===== src/rtl/txuart_lite.sv =====
// txuart_lite: minimal 8N1 UART transmitter.
// One byte is accepted per write strobe while idle. The frame is one start
// bit (0), eight data bits LSB first and one stop bit (1). Each bit lasts
// CLOCKS_PER_BAUD cycles. o_uart_tx and o_busy come straight from flops,
// so there is no combinational path from i_wr to either output.
module txuart_lite #(
  parameter int unsigned CLOCKS_PER_BAUD = 868
) (
  input  logic       i_clk,
  input  logic       i_reset,
  input  logic       i_wr,
  input  logic [7:0] i_data,
  output logic       o_uart_tx,
  output logic       o_busy
);

  typedef enum logic [1:0] {
    IDLE  = 2'd0,
    START = 2'd1,
    DATA  = 2'd2,
    STOP  = 2'd3
  } state_t;

  // The counter counts down from CLOCKS_PER_BAUD-1 to 0, which gives
  // exactly CLOCKS_PER_BAUD cycles per bit. 24 bits covers the legal range
  // without wrapping.
  localparam logic [23:0] BAUD_RELOAD = 24'(CLOCKS_PER_BAUD - 1);

  state_t      state_q,    state_d;
  logic [23:0] baud_cnt_q, baud_cnt_d;
  logic [2:0]  bit_idx_q,  bit_idx_d;
  logic [7:0]  shift_q,    shift_d;
  logic        tx_q,       tx_d;
  logic        busy_q,     busy_d;

  logic        baud_expired;

  assign baud_expired = (baud_cnt_q == 24'd0);

  // Next-state logic: accept a byte when idle, then advance one bit per baud expiry.
  always_comb begin
    state_d    = state_q;
    baud_cnt_d = baud_cnt_q;
    bit_idx_d  = bit_idx_q;
    shift_d    = shift_q;
    tx_d       = tx_q;
    busy_d     = busy_q;

    unique case (state_q)
      IDLE: begin
        tx_d = 1'b1;
        // busy_q is always low in IDLE. It is tested anyway so that the
        // accept condition reads the same as the interface contract.
        if (i_wr && !busy_q) begin
          state_d    = START;
          shift_d    = i_data;
          tx_d       = 1'b0;
          busy_d     = 1'b1;
          baud_cnt_d = BAUD_RELOAD;
          bit_idx_d  = 3'd0;
        end
      end

      START: begin
        if (baud_expired) begin
          state_d    = DATA;
          baud_cnt_d = BAUD_RELOAD;
          bit_idx_d  = 3'd0;
          tx_d       = shift_q[0];
          shift_d    = {1'b0, shift_q[7:1]};
        end else begin
          baud_cnt_d = baud_cnt_q - 24'd1;
        end
      end

      DATA: begin
        if (baud_expired) begin
          baud_cnt_d = BAUD_RELOAD;
          if (bit_idx_q == 3'd7) begin
            // The last data bit is done, so drive the stop bit.
            state_d = STOP;
            tx_d    = 1'b1;
          end else begin
            bit_idx_d = bit_idx_q + 3'd1;
            tx_d      = shift_q[0];
            shift_d   = {1'b0, shift_q[7:1]};
          end
        end else begin
          baud_cnt_d = baud_cnt_q - 24'd1;
        end
      end

      STOP: begin
        if (baud_expired) begin
          // The full stop bit has elapsed. The line stays high and busy drops.
          state_d    = IDLE;
          busy_d     = 1'b0;
          tx_d       = 1'b1;
          baud_cnt_d = 24'd0;
          bit_idx_d  = 3'd0;
        end else begin
          baud_cnt_d = baud_cnt_q - 24'd1;
        end
      end

      default: begin
        state_d    = IDLE;
        busy_d     = 1'b0;
        tx_d       = 1'b1;
        baud_cnt_d = 24'd0;
        bit_idx_d  = 3'd0;
      end
    endcase
  end

  // State register: reset aborts any frame at once and returns the line high.
  always_ff @(posedge i_clk) begin
    if (i_reset) begin
      state_q    <= IDLE;
      baud_cnt_q <= 24'd0;
      bit_idx_q  <= 3'd0;
      shift_q    <= 8'd0;
      tx_q       <= 1'b1;
      busy_q     <= 1'b0;
    end else begin
      state_q    <= state_d;
      baud_cnt_q <= baud_cnt_d;
      bit_idx_q  <= bit_idx_d;
      shift_q    <= shift_d;
      tx_q       <= tx_d;
      busy_q     <= busy_d;
    end
  end

  assign o_uart_tx = tx_q;
  assign o_busy    = busy_q;

endmodule


===== config.mk =====
export PLATFORM = sky130hd
export DESIGN_NAME = txuart_lite
export DESIGN_NICKNAME = d
export VERILOG_FILES = /design/src/rtl/txuart_lite.sv
export SDC_FILE = /design/constraint.sdc
export NUM_CORES = 1
export LEC_CHECK = 0
export ABC_AREA = 0
export CORE_ASPECT_RATIO = 0.6
export CORE_MARGIN = 10
export CORE_UTILIZATION = 45
export DETAILED_ROUTE_END_ITERATION = 8
export GPL_ROUTABILITY_DRIVEN = 0
export PLACE_DENSITY_LB_ADDON = 0.3
export SYNTH_ARGS = -nofsm -noshare
export SYNTH_HDL_FRONTEND = slang
export SYNTH_SLANG_ARGS = --single-unit

===== constraint.sdc =====
create_clock -name i_clk -period 2.6 [get_ports i_clk]
set_input_delay 0.26 -clock i_clk [delete_from_list [all_inputs] [get_ports i_clk]]
set_output_delay 0.26 -clock i_clk [all_outputs]
set_load 0.03 [all_outputs]

==> results.md, run 1 <==
* Status: finished, final reports clean
* FP Rows at 18
* Reg clk slew, reported paths at 0.08 ns
* Area of the die at 7670 sq um
* Clk root buf: clkbuf_8
* Seq cells post-synth at 39
* Layout cells sized above 1 at 12.2%
* Syn_nets at 241
* Worst hold-check path type: reg2reg
* Slew HR at 55.7%
* Initial antenna violation count at 0
* R2R Path Start: baud_cnt_q[0]
* Data arrival time of the critical path at 2.68 ns
* Seq/Total Area, Yosys at 38.6%
* Avg Cell Area, Syn at 9.15 sq um
* DIE HEIGHT at 71.9 um
* CTS tree: yes
* CTS max path bufs at 2
* Area grow syn2layout at 16.3%
* Design Area, Final at 2350 sq um
* Initial Utilization at 48.0%
* Routed WL at 4.47 mm
* Highest ir drop seen on vdd at 635 uV
* Worst setup SP type: register
* Setup CP Type: reg2reg
* Largest net degree at the start of global routing at 19
* CP endpoint kind: register
* Synth Cell Area at 2020 sq um
* Async S/R FF share, synth at 0%
* Mapped Cells at 221
* Skew final at 0.00646 ns
* Drt pass-1 iters at 4
* RSZ-0062 raised after global routing: false
* DRT iter0 DRCs at 109
* CP required at 2.79 ns
* Hold Startpoint: shift_q[0]
* Fmax at 0.403 GHz
* Worst-path fanout max at 7
* Post-route clock period utilization at 95.5%
* Ys flop type: dfxtp_1
* Global-route wire length before repair at 7.68 mm
* Num CTS Buffers at 5
* Library cells used by synthesis at 47
* CTS Hold Bufs at 0
* Die W at 107 um
* Clock sinks at 39
* Synth Warn # at 0
* Hpwl dp at 3.36 mm
* EDFF count, synth at 0
* I/O pin cnt at 13
* Vias per cell at 5.50
* Commonest non-fill, non-tap cell in the layout: dfxtp_1
* Max-slew violations at 0
* Vias in the first global route at 1522
* Wire per inst at 15.0 um
* Period minus WS final at 2.48 ns
* GRT overflow at 0
* Max Cap Violations at 0
* DRC Markers at 0
* Most frequent cells in the layout: 39 x dfxtp_1, 38 x nor2_1, 19 x xnor2_1
* Vias at 1639
* Number of nets in the layout at 257
* Pwr Density at 1470 nW/um^2
* Worst Setup SP: baud_cnt_q[0]
* H-Tree Depth at 2
* Fin. Hold Viols at 0
* Core area at 4210 sq um
* # diodes at 0
* DRT antenna net count at 0
* Clk Latency, worst-skew pair at 0.30 ns
* Final setup fails at 0
* Leak at 0.902 nW
* Total Routing Usage GR at 12.4%
* IO Port Bufs at 12
* Cell Area, Placed at 2230 sq um
* Setup Total Neg Slack at 0 ns
* Least-Margin Pin Slew at 0.664 ns
[metal layers]
| metal | share of wire [%] | track usage (%) | vias to the layer above |
|---|---|---|---|
| met5 | 0 | 0 | - |
| met4 | 1.9 | 6.43 | 0 |
| met3 | 5.6 | 3.62 | 7 |
| met2 | 37 | 14.9 | 29 |
| met1 | 56 | 18.6 | 770 |
| li1 | - | - | 833 |
[worst max-delay path, stage by stage, from the launching register on]
cell	delay (ns)
dfxtp_1	0.36
inv_1	0.10
ha_1	0.15
or4b_2	0.64
or4_4	0.49
o22ai_1	0.17
a31oi_1	0.27
o2bb2ai_1	0.21
[power breakdown]
group          leakage (nW)  switching, mW  internal [mW]
Combinational         0.522           1.10          0.854
Clock                0.0612          0.224          0.311
Sequential            0.319          0.173          0.793
[registers in the layout, summed over array words and instances, names as in the netlist]
name / count
baud_cnt_q: 24
bit_idx_q: 3
o_uart_tx: 1
shift_q: 8
o_busy: 1
state_q: 2
[final timing paths]
check / end / slack, ns / depth (start not counted)
min reg2reg: shift_q[0] / 0.47 / 1
max: shift_q[6] / 0.12 / 7
min: shift_q[0] / 0.47 / 1
max reg2reg: shift_q[6] / 0.12 / 7
[area by class of cell]
type	instances	area [sq um]
well taps	60	75.1
inverters	6	22.5
flip-flops and latches	39	781
multi-input cells	168	1190
fillers	407	1860
repair buffers	17	170
clock buffers	6	82.6
clock inverters	2	35.0
[through the flow]
stage                     hold slack, ns  setup slack [ns]  cells  power (mW)  util (%)
after floorplan                    0.432             0.264    221        2.44         -
after global placement             0.448             0.170    290        2.87      53.0
after detailed placement           0.453             0.119    290        2.90      53.0
after CTS                          0.474             0.120    298        3.44      55.8
after global routing               0.494           0.00535    298        3.72      55.9
final                              0.473             0.117    298        3.45      55.9
[cells by family after synthesis]
group	Yosys count	share of synthesized area, %
and+or+nand+nor	92	24.7
DFF	39	38.6
AOI/OAI and AO/OA	35	13.7
xor gates and xnor gates	22	9.52
buffers and inverters	14	2.91
muxes	10	5.01
adders and majority gates	9	5.57
[cell usage after synthesis, drive strengths merged, types with 4 or more instances]
master	count	area, sq um
dfxtp	39	781
nor2	39	149
xnor2	19	166
nor4	11	90.1
ha	9	113
mux2i	9	90.1
nor3	9	45.0
nand2	7	26.3
o2bb2ai	7	61.3
inv	6	22.5
clkbuf	5	18.8
o21ai	5	28.8
or3	5	31.3
or4	5	48.8
a21oi	4	20.0
nand2b	4	25.0
[timing repair]
| action | 4_1_cts | 5_1_grt |
|---|---|---|
| endpoints found under the setup margin | 0 | 7 |
| gates resized for setup | 0 | 1 |
| buffers inserted | 0 | 0 |
Power figures use the tool's default switching activity.
==> run 2: changes to the inputs <==
- PLACE_DENSITY: unset -> 0.72
- PLACE_DENSITY_LB_ADDON: 0.3 -> unset
- SETUP_SLACK_MARGIN: unset -> 0.5
==> results.md, run 2 (synthesized netlist as in run 1, its figures left out) <==
* I/O pin cnt at 13 (unchanged)
* Number of nets in the layout at 273 (was 257)
* Drt pass-1 iters at 4 (unchanged)
* Slew HR at 59.8% (was 55.7%)
* Skew final at 0.00938 ns (was 0.00646 ns)
* GRT overflow at 0 (unchanged)
* Core area at 4210 sq um (unchanged)
* Critical path's slowest cell: or4_4 (was or4b_2)
* FP Rows at 18 (unchanged)
* Clock sinks at 39 (unchanged)
* Register with the most flip-flops: baud_cnt_q (unchanged)
* Least-Margin Pin Slew at 0.601 ns (was 0.664 ns)
* CP top delay family: simple AND/OR/NAND/NOR gates (unchanged)
* Largest net degree at the start of global routing at 13 (was 19)
* Status: finished, final reports clean (unchanged)
* Hpwl dp at 3.25 mm (was 3.36 mm)
* Final setup fails at 0 (unchanged)
* Global-route wire length before repair at 8.53 mm (was 7.68 mm)
* Layout cells sized above 1 at 29.9% (was 12.2%)
* Die W at 107 um (unchanged)
* Fin. Hold Viols at 0 (unchanged)
* Setup Total Neg Slack at 0 ns (unchanged)
* Vias per cell at 5.65 (was 5.50)
* Initial antenna violation count at 0 (unchanged)
* Leak at 1.03 nW (was 0.902 nW)
* DRC Markers at 0 (unchanged)
* Num CTS Buffers at 5 (unchanged)
* Most frequent cells in the layout: 35 x dfxtp_1, 32 x nor2_1, 19 x xnor2_1 (was 39 x dfxtp_1, 38 x nor2_1, 19 x xnor2_1)
* Non-filler cells, final at 314 (was 298)
* DRT antenna net count at 0 (unchanged)
* Fmax at 0.444 GHz (was 0.403 GHz)
* Pwr Density at 1570 nW/um^2 (was 1470 nW/um^2)
* CP endpoint kind: register (unchanged)
* Wire per inst at 17.2 um (was 15.0 um)
* Clk Latency, worst-skew pair at 0.31 ns (was 0.30 ns)
* DIE HEIGHT at 71.9 um (unchanged)
* Worst setup SP type: register (unchanged)
* Largest regs: baud_cnt_q x24, shift_q x8, bit_idx_q x3 (unchanged)
* Period minus WS final at 2.25 ns (was 2.48 ns)
* # diodes at 0 (unchanged)
* RSZ-0062 raised after global routing: true (was false)
* Flip-flop count of the largest register after layout at 24 (unchanged)
* CP peak stage delay at 0.63 ns (was 0.64 ns)
* Setup CP Type: reg2reg (unchanged)
* Crit path cell chain: or4_4 > or4_4 > o21ai_2 > a21o_1 > buf_6 > clkbuf_16 > nor2_1 (was inv_1 > ha_1 > or4b_2 > or4_4 > o22ai_1 > a31oi_1 > o2bb2ai_1)
* CP required at 2.80 ns (was 2.79 ns)
* Worst Path Buf+Inv at 2 (was 1)
* Max Cap Violations at 0 (unchanged)
* Clk root buf: clkbuf_8 (unchanged)
* Worst-path fanout max at 4 (was 7)
* Max-slew violations at 0 (unchanged)
* Total Routing Usage GR at 13.5% (was 12.4%)
* DRT iter0 DRCs at 79 (was 109)
* Data arrival time of the critical path at 2.45 ns (was 2.68 ns)
* Routed WL at 5.41 mm (was 4.47 mm)
* CTS tree: yes (unchanged)
* Commonest non-fill, non-tap cell in the layout: dfxtp_1 (unchanged)
* Placed cell count at 289 (was 290)
* Area of the die at 7670 sq um (unchanged)
* Worst hold-check path type: reg2reg (unchanged)
* Area grow syn2layout at 36.2% (was 16.3%)
* Post-route clock period utilization at 86.6% (was 95.5%)
* Highest ir drop seen on vdd at 639 uV (was 635 uV)
* CP dominant cell by count: or4_4
* Reg clk slew, reported paths at 0.07 ns (was 0.08 ns)
* IO Port Bufs at 12 (unchanged)
* CTS max path bufs at 2 (unchanged)
* Vias in the first global route at 1729 (was 1522)
* Vias at 1773 (was 1639)
* CTS Hold Bufs at 0 (unchanged)
* H-Tree Depth at 2 (unchanged)
* Initial Utilization at 48.0% (unchanged)
==> run 2: cell types whose count changed in the layout (fill, tap and decap cells not counted), sizes merged <==
cell / change
buf: +15
clkbuf: +2
bufinv: -1
clkinv: -1
clkinvlp: +1
==> run 2: final cells by class <==
type	instances	area, sq um
Clock inverter	1	7.51
Fill cell	317	1460
Sequential cell	39	786
Tap cell	60	75.1
Inverter	6	22.5
Timing Repair Buffer	33	345
Clock buffer	7	96.3
Multi-Input combinational cell	168	1420
==> run 2: final timing paths <==
| path | cells past startpoint | end | from | slack [ns] |
|---|---|---|---|---|
| setup / recovery | 7 | baud_cnt_q[16] | baud_cnt_q[17] | 0.35 |
| hold / removal | 1 | shift_q[2] | shift_q[2] | 0.48 |
| setup reg to reg | 7 | baud_cnt_q[16] | baud_cnt_q[17] | 0.35 |
| hold reg to reg | 1 | shift_q[2] | shift_q[2] | 0.48 |
==> run 2: power breakdown <==
part	switching (mW)	internal [mW]	total, mW
Clock	0.225	0.241	0.466
Combinational	1.53	1.35	2.87
Sequential	0.194	0.798	0.991
Total	1.95	2.38	4.33
==> run 2: worst reg2reg max path, cell delays in order (launching register included) <==
cell,delay [ns]
dfxtp_2,0.32
or4_4,0.57
or4_4,0.63
o21ai_2,0.15
a21o_1,0.16
buf_6,0.14
clkbuf_16,0.14
nor2_1,0.03
==> run 2: through the flow <==
step | total power [mW] | hold slack [ns] | worst slack [ns] | utilization (%) | area, sq um
floorplan | 2.47 | 0.432 | 0.487 | - | 2040
global placement | 2.83 | 0.443 | 0.351 | 52.8 | 2220
detailed placement | 2.85 | 0.450 | 0.323 | 52.8 | 2220
CTS | 3.85 | 0.475 | 0.374 | 61.3 | 2580
global route | 4.61 | 0.494 | 0.266 | 65.4 | 2760
finish | 4.33 | 0.476 | 0.349 | 65.4 | 2760
==> run 2: repair_timing <==
item | CTS | global route
setup endpoints to repair | 34 | 38
gates cloned | 1 | 1
resized for setup | 26 | 27
endpoints found under the hold margin | 0 | 0
setup buffers | 14 | 1
pin swaps | 16 | 14
==> run 2: routing by layer <==
layer	GRT usage [%]	routed length, um	up-vias
met5	0	0	-
met4	6.13	91	0
met3	2.73	347	9
met2	19.2	2350	57
met1	19.1	2620	847
li1	-	-	860
==> run 3: changes to the inputs <==
- GPL_ROUTABILITY_DRIVEN: 0 -> 1
==> results of run 3 <==
Same layout as run 2: the final DEF is identical, and so are final timing and power.
